[src/rtl/shift_issue_stage_pkg.sv]
// Shared types and constants for the shift issue stage: shifter op encodings,
// shift opcodes, the skid buffer state and the buffered payload.
package shift_issue_stage_pkg;

  localparam int unsigned DW  = 16;
  localparam int unsigned CW  = 4;
  localparam int unsigned OPW = 2;

  typedef enum logic [OPW-1:0] {
    SH_ROL = 2'b00,
    SH_SLL = 2'b01,
    SH_ROR = 2'b10,
    SH_SRL = 2'b11
  } sh_op_e;

  localparam logic [4:0] OPC_SHIFT_REG = 5'b11010;
  localparam logic [4:0] OPC_SHIFT_IMM = 5'b101??;

  typedef enum logic [1:0] {
    ST_EMPTY = 2'd0,
    ST_ONE   = 2'd1,
    ST_FULL  = 2'd2
  } skid_state_e;

  typedef struct packed {
    logic [DW-1:0] data;
    logic [CW-1:0] cnt;
    sh_op_e        op;
  } shift_payload_t;

  // Wildcard match of the immediate-shift opcode group.
  function automatic logic is_imm_opc(input logic [4:0] opc);
    return opc ==? OPC_SHIFT_IMM;
  endfunction

endpackage

[src/rtl/shift_decode.sv]
// Combinational shift-instruction decode. Immediate shifts (opcodes 101xx)
// are recognised only when SHIFT_IMM_EN is defined; otherwise they are illegal.
module shift_decode
  import shift_issue_stage_pkg::*;
#(
  parameter int unsigned RW = 3
) (
  input  logic [15:0]   instr,
  input  logic [15:0]   rs_data,
  input  logic [15:0]   rt_data,
  output logic          is_shift,
  output logic          illegal,
  output sh_op_e        op,
  output logic [CW-1:0] cnt,
  output logic [RW-1:0] rd,
  output logic [DW-1:0] data
);

  logic unused_bits;
  assign unused_bits = ^{instr[10:5], rt_data[15:4]};

  always_comb begin
    is_shift = 1'b0;
    op       = SH_ROL;
    cnt      = '0;
    rd       = '0;
    data     = rs_data;
    if (instr[15:11] == OPC_SHIFT_REG) begin
      is_shift = 1'b1;
      op       = sh_op_e'(instr[1:0]);
      cnt      = rt_data[3:0];
      rd       = RW'(instr[4:2]);
    end
`ifdef SHIFT_IMM_EN
    else if (is_imm_opc(instr[15:11])) begin
      is_shift = 1'b1;
      op       = sh_op_e'(instr[12:11]);
      cnt      = instr[3:0];
      rd       = RW'(instr[7:5]);
    end
`endif
  end

  assign illegal = ~is_shift;

endmodule

[src/rtl/shift_issue_stage.sv]
// Shift issue stage: decodes shift instructions into a two-entry skid buffer
// feeding the shifter. Optional immediate-shift decode via SHIFT_IMM_EN.
module shift_issue_stage
  import shift_issue_stage_pkg::*;
#(
  parameter int unsigned RW = 3
) (
  input  logic          clk,
  input  logic          rst,
  input  logic          in_valid,
  output logic          in_ready,
  input  logic [15:0]   instr,
  input  logic [15:0]   rs_data,
  input  logic [15:0]   rt_data,
  input  logic          flush,
  output logic          out_valid,
  input  logic          out_ready,
  output logic [15:0]   sh_in,
  output logic [3:0]    sh_cnt,
  output logic [1:0]    sh_op,
  output logic [RW-1:0] wr_reg,
  output logic          illegal
);

  logic          dec_shift;
  logic          dec_illegal;
  sh_op_e        dec_op;
  logic [CW-1:0] dec_cnt;
  logic [RW-1:0] dec_rd;
  logic [DW-1:0] dec_data;

  shift_decode #(.RW(RW)) u_decode (
    .instr    (instr),
    .rs_data  (rs_data),
    .rt_data  (rt_data),
    .is_shift (dec_shift),
    .illegal  (dec_illegal),
    .op       (dec_op),
    .cnt      (dec_cnt),
    .rd       (dec_rd),
    .data     (dec_data)
  );

  skid_state_e    state_q, state_d;
  shift_payload_t head_q, head_d, tail_q, tail_d;
  logic [RW-1:0]  head_rd_q, head_rd_d, tail_rd_q, tail_rd_d;
  logic           out_valid_q, out_valid_d;
  logic           in_ready_q, in_ready_d;
  logic           illegal_q, illegal_d;

  logic           take, acc, dlv;
  shift_payload_t new_entry;

  always_comb begin
    state_d   = state_q;
    head_d    = head_q;
    tail_d    = tail_q;
    head_rd_d = head_rd_q;
    tail_rd_d = tail_rd_q;

    take      = in_valid && in_ready_q && !flush;
    acc       = take && dec_shift;
    illegal_d = take && dec_illegal;
    dlv       = out_valid_q && out_ready;
    new_entry = '{data: dec_data, cnt: dec_cnt, op: dec_op};

    if (flush) begin
      state_d   = ST_EMPTY;
      head_d    = '0;
      tail_d    = '0;
      head_rd_d = '0;
      tail_rd_d = '0;
    end else begin
      case (state_q)
        ST_EMPTY: begin
          if (acc) begin
            state_d   = ST_ONE;
            head_d    = new_entry;
            head_rd_d = dec_rd;
          end
        end
        ST_ONE: begin
          if (acc && dlv) begin
            head_d    = new_entry;
            head_rd_d = dec_rd;
          end else if (acc) begin
            state_d   = ST_FULL;
            tail_d    = new_entry;
            tail_rd_d = dec_rd;
          end else if (dlv) begin
            state_d   = ST_EMPTY;
            head_d    = '0;
            head_rd_d = '0;
          end
        end
        ST_FULL: begin
          // Ready is low here, so only a delivery can move the buffer.
          if (dlv) begin
            state_d   = ST_ONE;
            head_d    = tail_q;
            head_rd_d = tail_rd_q;
            tail_d    = '0;
            tail_rd_d = '0;
          end
        end
        default: begin
          state_d   = ST_EMPTY;
          head_d    = '0;
          tail_d    = '0;
          head_rd_d = '0;
          tail_rd_d = '0;
        end
      endcase
    end

    out_valid_d = (state_d != ST_EMPTY);
    in_ready_d  = (state_d != ST_FULL);
  end

  always_ff @(posedge clk) begin
    if (rst) begin
      state_q     <= ST_EMPTY;
      head_q      <= '0;
      tail_q      <= '0;
      head_rd_q   <= '0;
      tail_rd_q   <= '0;
      out_valid_q <= 1'b0;
      in_ready_q  <= 1'b1;
      illegal_q   <= 1'b0;
    end else begin
      state_q     <= state_d;
      head_q      <= head_d;
      tail_q      <= tail_d;
      head_rd_q   <= head_rd_d;
      tail_rd_q   <= tail_rd_d;
      out_valid_q <= out_valid_d;
      in_ready_q  <= in_ready_d;
      illegal_q   <= illegal_d;
    end
  end

  assign in_ready  = in_ready_q;
  assign out_valid = out_valid_q;
  assign sh_in     = head_q.data;
  assign sh_cnt    = head_q.cnt;
  assign sh_op     = head_q.op;
  assign wr_reg    = head_rd_q;
  assign illegal   = illegal_q;

endmodule

[config.mk]
export PLATFORM = sky130hd
export DESIGN_NAME = shift_issue_stage
export DESIGN_NICKNAME = d
export VERILOG_FILES = /design/src/rtl/shift_issue_stage_pkg.sv /design/src/rtl/shift_decode.sv /design/src/rtl/shift_issue_stage.sv
export SDC_FILE = /design/constraint.sdc
export NUM_CORES = 1
export LEC_CHECK = 0
export BUFFER_PORTS_ARGS = -buffer_cell sky130_fd_sc_hd__buf_2
export CAP_MARGIN = 5
export CORE_UTILIZATION = 45
export DETAILED_ROUTE_END_ITERATION = 10
export GPL_TIMING_DRIVEN = 0
export PLACE_DENSITY = 0.71
export SLEW_MARGIN = 20
export SYNTH_ARGS = -nofsm -noshare
export SYNTH_HDL_FRONTEND = slang
export SYNTH_HIERARCHICAL = 1
export SYNTH_SLANG_ARGS = --single-unit
export TNS_END_PERCENT = 30
[constraint.sdc]
create_clock -name clk -period 5.4 [get_ports clk]
set_input_delay 1.62 -clock clk [delete_from_list [all_inputs] [get_ports clk]]
set_output_delay 1.62 -clock clk [all_outputs]
set_load 0.05 [all_outputs]
After elaboration in Yosys (flattened, before gate mapping)
Index checks and enable logic that the tools add are counted.
{"block": "totals", "ff_bits": 55, "inputBits": 53, "output_inout_bits": 28, "word_cells": 63}
{"block": "op_classes", "eq_ne": 10, "mux": 27, "bitwise": 2, "n_reduce_logical": 12}
{"operator": "22-bit 2-to-1 mux", "count": 6}
{"operator": "22-bit one-hot mux with 3 select lines", "count": 2}
{"operator": "3-bit 2-to-1 mux", "count": 7}
{"operator": "3-bit one-hot mux with 3 select lines", "count": 2}
{"operator": "2-bit 2-to-1 mux", "count": 7}
{"operator": "2-bit inequality test, second input constant", "count": 5}
{"operator": "4-bit AND reduction", "count": 2}
{"operator": "1-bit logical AND", "count": 6}
{"operator": "3-bit inequality test, second input constant", "count": 2}
{"operator": "2-bit one-hot mux with 3 select lines", "count": 1}
{"operator": "5-bit == test, second input constant", "count": 1}
{"operator": "4-bit 2-to-1 mux", "count": 1}
{"operator": "2-bit by 1-bit == test with 1-bit output, second input constant", "count": 1}
{"operator": "2-bit == test, second input constant", "count": 1}
{"operator": "2-bit logical NOT", "count": 1}
{"operator": "1-bit inverter", "count": 2}
{"operator": "2-bit nonzero test", "count": 1}
{"operator": "2-bit OR reduction", "count": 1}
{"operator": "1-bit logical NOT", "count": 1}
{"operator": "1-bit 2-to-1 mux", "count": 1}

Logic depth before layout (Yosys ltp)
Gate-level depths: netlist of run 1.
{"block": "depth", "word_depth": 8, "ltp_mapped": 9, "ltp_nobuf": 6}

Modules after synthesis
Netlist of run 1, hierarchy kept.
{"module": "shift_issue_stage", "n_inst": 1, "cells_each": 312, "area_each_um2": 2601.2, "seq_area_each_um2": 1101.1}
{"module": "shift_decode", "n_inst": 1, "cells_each": 42, "area_each_um2": 252.7, "seq_area_each_um2": 0.0}

Worst setup path before layout of run 1
No wires, ideal clock.
{"block": "synth_timing", "kind": "in2reg", "startpoint": "input instr[13]", "endpoint": "register tail_q[1] in the netlist's numbering", "setup_ns": 0.072, "t_arrival_ns": 3.142, "t_required_ns": 5.328, "slack_ns": 2.186, "cell_stages": 9, "path_buffers": 3, "path_cell_list": "nand2b_1 -> buf_4 -> nor3_1 -> and4b_1 -> buf_6 -> a21oi_1 -> nor2_4 -> buf_6 -> mux2i_1"}
{"block": "synth_between", "elab_chain_len": 6, "elab_cells_between_ends": 11}
{"element": "start: declaration", "line_no": "shift_issue_stage.sv:12", "source": "input logic [15:0] instr,"}
{"element": "5-bit == test *", "line_no": "shift_decode.sv:28", "source": "if (instr[15:11] == OPC_SHIFT_REG) begin"}
{"element": "1-bit 2-to-1 mux *", "line_no": "shift_decode.sv:28"}
{"element": "via dec_shift", "line_no": "shift_issue_stage.sv:25", "source": "logic dec_shift;"}
{"element": "1-bit logical AND *", "line_no": "shift_issue_stage.sv:62", "source": "acc = take && dec_shift;"}
{"element": "1-bit logical AND", "line_no": "shift_issue_stage.sv:83", "source": "if (acc && dlv) begin"}
{"element": "2-bit inequality test (no line)"}
{"element": "4-bit AND reduction (no line) *"}
{"element": "end signal: assignment", "line_no": "shift_issue_stage.sv:133", "source": "tail_q <= tail_d;"}
{"element": "end: declaration", "line_no": "shift_issue_stage.sv:45", "source": "shift_payload_t head_q, head_d, tail_q, tail_d;"}
Mark *: on every way through the listed nets, which the timed path passes. The rest lies on a longest branch. The select of a mux whose other input is x is not followed.
A chain may end at the register's enable or synchronous reset.

Worst setup path in the final report of run 1
{"block": "layout_timing", "startpoint": "input instr[13]", "endpoint": "register head_q, in the netlist sh_in[8]"}
{"block": "layout_between", "elab_chain_len": 6, "elab_cells_between_ends": 10}
{"element": "5-bit == test *", "line_no": "shift_decode.sv:28"}
{"element": "1-bit 2-to-1 mux *", "line_no": "shift_decode.sv:28"}
{"element": "via dec_shift", "line_no": "shift_issue_stage.sv:25"}
{"element": "1-bit logical AND *", "line_no": "shift_issue_stage.sv:62"}
{"element": "1-bit logical AND", "line_no": "shift_issue_stage.sv:83"}
{"element": "3-bit inequality test (no line) or 22-bit 2-to-1 mux (tied branches)"}
{"element": "4-bit AND reduction (no line) or 22-bit one-hot mux with 3 select lines (tied branches)"}
{"element": "end signal: assignment", "line_no": "shift_issue_stage.sv:123", "source": "head_q <= '0;"}
{"element": "end signal: assignment", "line_no": "shift_issue_stage.sv:132", "source": "head_q <= head_d;"}
{"element": "end: declaration", "line_no": "shift_issue_stage.sv:45"}
Mark *: on every way through the listed nets, which the timed path passes. The rest lies on a longest branch.

==> results of run 1 <==
## Yosys cell counts (2+ instances only)
library cell / instances
nand2_1: 85
dfxtp_1: 55
a31oi_1: 49
mux2i_1: 25
nor3b_1: 25
o21ai_1: 20
buf_4: 17
clkbuf_1: 12
nor3_1: 10
buf_2: 8
buf_6: 6
nand3_1: 5
nor2_1: 5
o21ai_0: 5
a21oi_1: 4
nand2b_1: 4
buf_1: 3
inv_1: 2
## kinds of logic after synthesis
family / count (synthesis) / synth area share
AO/OA/AOI/OAI: 83 / 0.178
buffers and inverters: 48 / 0.105
flip-flops: 55 / 0.386
multiplexers: 25 / 0.0877
AND/OR/NAND/NOR: 143 / 0.244
## path summary, 6_finish.rpt
path                      startpoint                 endpoint  slack (ns)  cells past startpoint
max                        instr[13]    sh_in[8]$_SDFFE_PP0P_        2.14                      9
min          tail_q[13]$_SDFFE_PP0P_  tail_q[13]$_SDFFE_PP0P_        0.46                      2
max reg2reg    state_q[1]$_SDFF_PP0_    sh_in[8]$_SDFFE_PP0P_        3.53                      6
min reg2reg  tail_q[13]$_SDFFE_PP0P_  tail_q[13]$_SDFFE_PP0P_        0.46                      2
## worst max-delay path, stage by stage
cell,delay (ns)
buf_2,0.09
nand2b_1,0.14
buf_4,0.17
nor3_1,0.22
nand4b_1,0.20
nor3_2,0.42
buf_2,0.33
nand2_1,0.09
a31oi_1,0.19
## per-stage QoR
step | instance area (µm²) | worst slack [ns] | std cells
global placement | 3170 | 1.90 | 474
finish | 3280 | 2.14 | 481
CTS | 3280 | 2.18 | 481
floorplan | 2850 | 2.19 | 354
detailed placement | 3170 | 1.86 | 474
global route | 3280 | 1.94 | 481
## routing by layer
metal | vias to the layer above | GRT usage
met5 | - | 0
met4 | 0 | 0.0719
met3 | 8 | 0.0389
met2 | 82 | 0.366
met1 | 1234 | 0.317
li1 | 1335 | -
## final cells by class
| type | instances | area [µm²] | share of cell area |
|---|---|---|---|
| clock buffers | 6 | 72.6 | 0.0222 |
| inverters | 2 | 7.51 | 0.00229 |
| clock inverters | 1 | 30.0 | 0.00917 |
| multi-input cells | 251 | 1450 | 0.444 |
| well taps | 75 | 93.8 | 0.0286 |
| repair buffers | 45 | 225 | 0.0688 |
| plain buffers | 46 | 292 | 0.0890 |
| flip-flops and latches | 55 | 1100 | 0.336 |
## power groups by stage
stage               clock, mW  combinational, mW  sequential (mW)
CTS                     0.276             0.0433            0.406
detailed placement          0             0.0432            0.415
floorplan                   0             0.0268            0.417
global route            0.291             0.0475            0.406
global placement            0             0.0430            0.415
finish                  0.268             0.0434            0.406
==> impl_metrics.ini, run 1 <==
[routing]
ant_nets = 0
dr.pass1.iters = 4
vias_per_cell = 5.53
top_layer_used = met4
drt_iter0_drc = 157
wl_met2_mm = 3.34
drt_wl_total_mm = 7.21
dr_wl_met3_um = 421
wl_met1_mm = 3.38
wl_per_cell_um = 15.0
vias = 2659
route.detailed.drc = 0

[clock_network]
postCtsSetupBuffers = 0
tritoncts = built
clockBufferDepth = 2
cts_hold_buf = 0
cts_resized = 0
numCtsBuffers = 5
htree_levels = 2
cts.sinks = 55
cts_root_buf = clkbuf_8
clkTransAtPathRegs_ns = 0.10
clock_latency_ns = 0.30

[floorplan]
die_height_um = 81.6
coreArea_um2 = 6030
rows = 28
io_pins = 81
die_w_um = 81.6
initial_core_util = 0.474
die-area_um2 = 6660

[power]
p_clk_frac = 0.374
ir_drop_uv = 114
combPwrFrac = 0.060
p_int_mw = 0.561
switchingPower_mw = 0.157
swShare = 0.219
finalPower_mw = 0.717
p_leak_nw = 1.10
seqPwrFrac = 0.566
p_per_area_nw_per_um2 = 219

[placement]
dp_hpwl_mm = 5.06
port-buffer-count = 45
gp_congestion = 0.816

[logic_synthesis]
ys_dominant_reg_cell = dfxtp_1
synthTopCellsByArea = dfxtp_1 (39%), nand2_1 (11%), a31oi_1 (11%)
synthesis.nets = 407
syn_inst = 354
synth.avg_cell_area_um2 = 8.06
synth_warnings = 6
synth_edf_count = 0
yosysTopAreaCell = dfxtp_1
synth.distinct_cells = 32
ys_async_sr_fraction = 0
synth_seq_cells = 55
netlist.area_leader.share = 0.386
synthesis.area_um2 = 2850
seq_area_frac_synth = 0.386

[critical_path]
cp.required_ns = 5.63
cp_max_fo = 10
path_class = in2reg
cp_data_arrival_time_ns = 3.48
crit_path_end_kind = flop
start_kind = primary input

[sta]
setup_violations = 0
rsz0062_at_grt = no
slew_headroom = 0.615
fin_skew_ns = 0.00421
tns_ns = 0
drv_slew = 0
min_period_ns = 3.26
period_share = 0.603
hold_viol = 0
worst_pin_slew_ns = 0.578
fmax_ghz = 0.307
holdWs_ns = 0.463

[global_routing]
grt.total_usage = 0.230
grt_pass1_vias = 2511
grt_antenna_before_repair = 0
grt_pass1_wl_mm = 11.9
grt_max_degree = 16
overflow = 0

[hold_path]
hp-class = reg2reg

[cells_and_area]
fin_util = 0.544
areaGrowthSynthToFinish_pct = 14.8
regMostFlops = tail_q
largest_reg_flops = 22
n_fill_cell = 588
drive_above_1_share = 0.217
nets = 459
mostFrequentLayoutCells = nand2_1 (85), dfxtp_1 (55), buf_2 (53)
diodes = 0
mostFrequentLayoutCell = nand2_1

[status]
status = completed

[job]
maxCapViolCount = 0
(Power assumes the default switching activity.)
==> inputs of run 2 (changes only) <==
Settings changed: PLACE_DENSITY 0.71 to 0.73.
Clock period 5.4 ns to 2.7 ns, I/O delays scaled along.
==> impl_metrics.ini, run 2 (synthesis results as in run 1) <==
[sta]
drv_slew = 0
slew_headroom = 0.639
tns_ns = 0
setup_violations = 0
rsz0062_at_grt = no
hold_viol = 0
period_share = 0.890
fin_skew_ns = 0.00312
worst_pin_slew_ns = 0.542
fmax_ghz = 0.416
min_period_ns = 2.40

[critical_path]
cp_max_fo = 10
slowest_stage = nor2_4
cpMostUsedCell = buf_6
worstReg2RegEnd = sh_in[11]$_SDFFE_PP0P_
cp_slowest_stage_delay_ns = 0.28
cp_data_arrival_time_ns = 2.65
worstReg2RegStart = state_q[1]$_SDFF_PP0_
path_class = in2reg
crit_path_end_kind = flop
ff2ff_setup_slack_ns = 0.87
reg2reg_depth = 6
crit_chain = buf_2 -> nand2b_1 -> buf_4 -> nor3_1 -> and4b_1 -> buf_6 -> a21oi_1 -> nor2_4 -> buf_6 -> mux2i_1
start_kind = primary input
cp.required_ns = 2.95

[clock_network]
tritoncts = built
cts_resized = 0
cts_root_buf = clkbuf_8
cts_hold_buf = 0
cts.sinks = 55
numCtsBuffers = 5
clkTransAtPathRegs_ns = 0.10
clock_latency_ns = 0.32
htree_levels = 2
clockBufferDepth = 2
postCtsSetupBuffers = 0

[placement]
gp_congestion = 0.803
dp_hpwl_mm = 5.07
port-buffer-count = 45
place_inst = 474

[floorplan]
rows = 28
die-area_um2 = 6660
die_height_um = 81.6
io_pins = 81
die_w_um = 81.6
coreArea_um2 = 6030
initial_core_util = 0.474

[job]
maxCapViolCount = 0

[cells_and_area]
n_fill_cell = 588
instances_no_fill = 482
regArea_um2 = 1100
mostFrequentLayoutCells = nand2_1 (85), dfxtp_1 (55), buf_2 (53)
largest_reg_flops = 22
nets = 459
mostFrequentLayoutCell = nand2_1
drive_above_1_share = 0.219
diodes = 0
multi_input_area_um2 = 1450
regMostFlops = tail_q
areaGrowthSynthToFinish_pct = 14.2

[global_routing]
grt_antenna_before_repair = 0
overflow = 0
grt_max_degree = 17
grt_pass1_vias = 2496
grt_pass1_wl_mm = 12.0
grt.total_usage = 0.234

[routing]
drt_wl_total_mm = 7.32
drt_iter0_drc = 169
vias_per_cell = 5.61
ant_nets = 0
wl_per_cell_um = 15.2
vias = 2702
dr.pass1.iters = 4
route.detailed.drc = 0

[power]
p_per_area_nw_per_um2 = 419
finalPower_mw = 1.37
p_leak_nw = 1.09
ir_drop_uv = 224

[hold_path]
hp-class = reg2reg
holdPathStages = 2
whs_endpoint = tail_q[12]$_SDFFE_PP0P_
hp-start = tail_q[12]$_SDFFE_PP0P_

[status]
status = completed
-- run 2: how the worst max path moves through the flow --
stage              start                      end  slack (ns)
3_3_place_gp   instr[13]  tail_q[15]$_SDFFE_PP0P_        0.02
3_5_place_dp   instr[13]   tail_q[1]$_SDFFE_PP0P_       -0.06
4_1_cts        instr[13]   tail_q[1]$_SDFFE_PP0P_        0.27
5_1_grt        instr[13]   sh_cnt[1]$_SDFFE_PP0P_        0.17
6_report       instr[13]   tail_q[1]$_SDFFE_PP0P_        0.30
2_1_floorplan  instr[13]   tail_q[1]$_SDFFE_PP0P_        0.30
-- run 2: layer usage --
| layer | wire length (µm) | track usage | part of all wire |
|---|---|---|---|
| met1 | 3300 | 0.313 | 0.45 |
| met2 | 3460 | 0.381 | 0.47 |
| met3 | 428 | 0.0433 | 0.058 |
| met4 | 135 | 0.0737 | 0.018 |
| met5 | 0 | 0 | 0 |
-- run 2: cell type report --
cell class	instances	area share
Clock inverter	2	0.00384
Multi-Input combinational cell	251	0.446
Clock buffer	6	0.0223
Inverter	2	0.00230
Timing Repair Buffer	45	0.0691
Buffer	46	0.0895
Sequential cell	55	0.338
Tap cell	75	0.0288
-- run 2: power breakdown --
part           switching (mW)  leakage, nW  internal (mW)
Clock                   0.284       0.0412          0.182
Sequential           0.000356        0.443          0.812
Combinational          0.0497        0.610         0.0373
Total                   0.334         1.09           1.03
-- run 2: critical path: cells and delay by family --
family | cells | cell delay [ns]
buffers and inverters | 4 | 0.64
and+or+nand+nor | 4 | 0.88
muxes | 1 | 0.21
AOI/OAI and AO/OA | 1 | 0.11
-- run 2: metrics by stage --
stage           util  hold slack, ns  instance area, µm²  setup slack (ns)
6_report       0.541           0.462                3260             0.296
5_1_grt        0.541           0.485                3260             0.167
4_1_cts        0.541           0.463                3260             0.268
3_5_place_dp   0.527           0.449                3170           -0.0569
3_3_place_gp   0.527           0.437                3170            0.0153
2_1_floorplan      -           0.430                2850             0.296
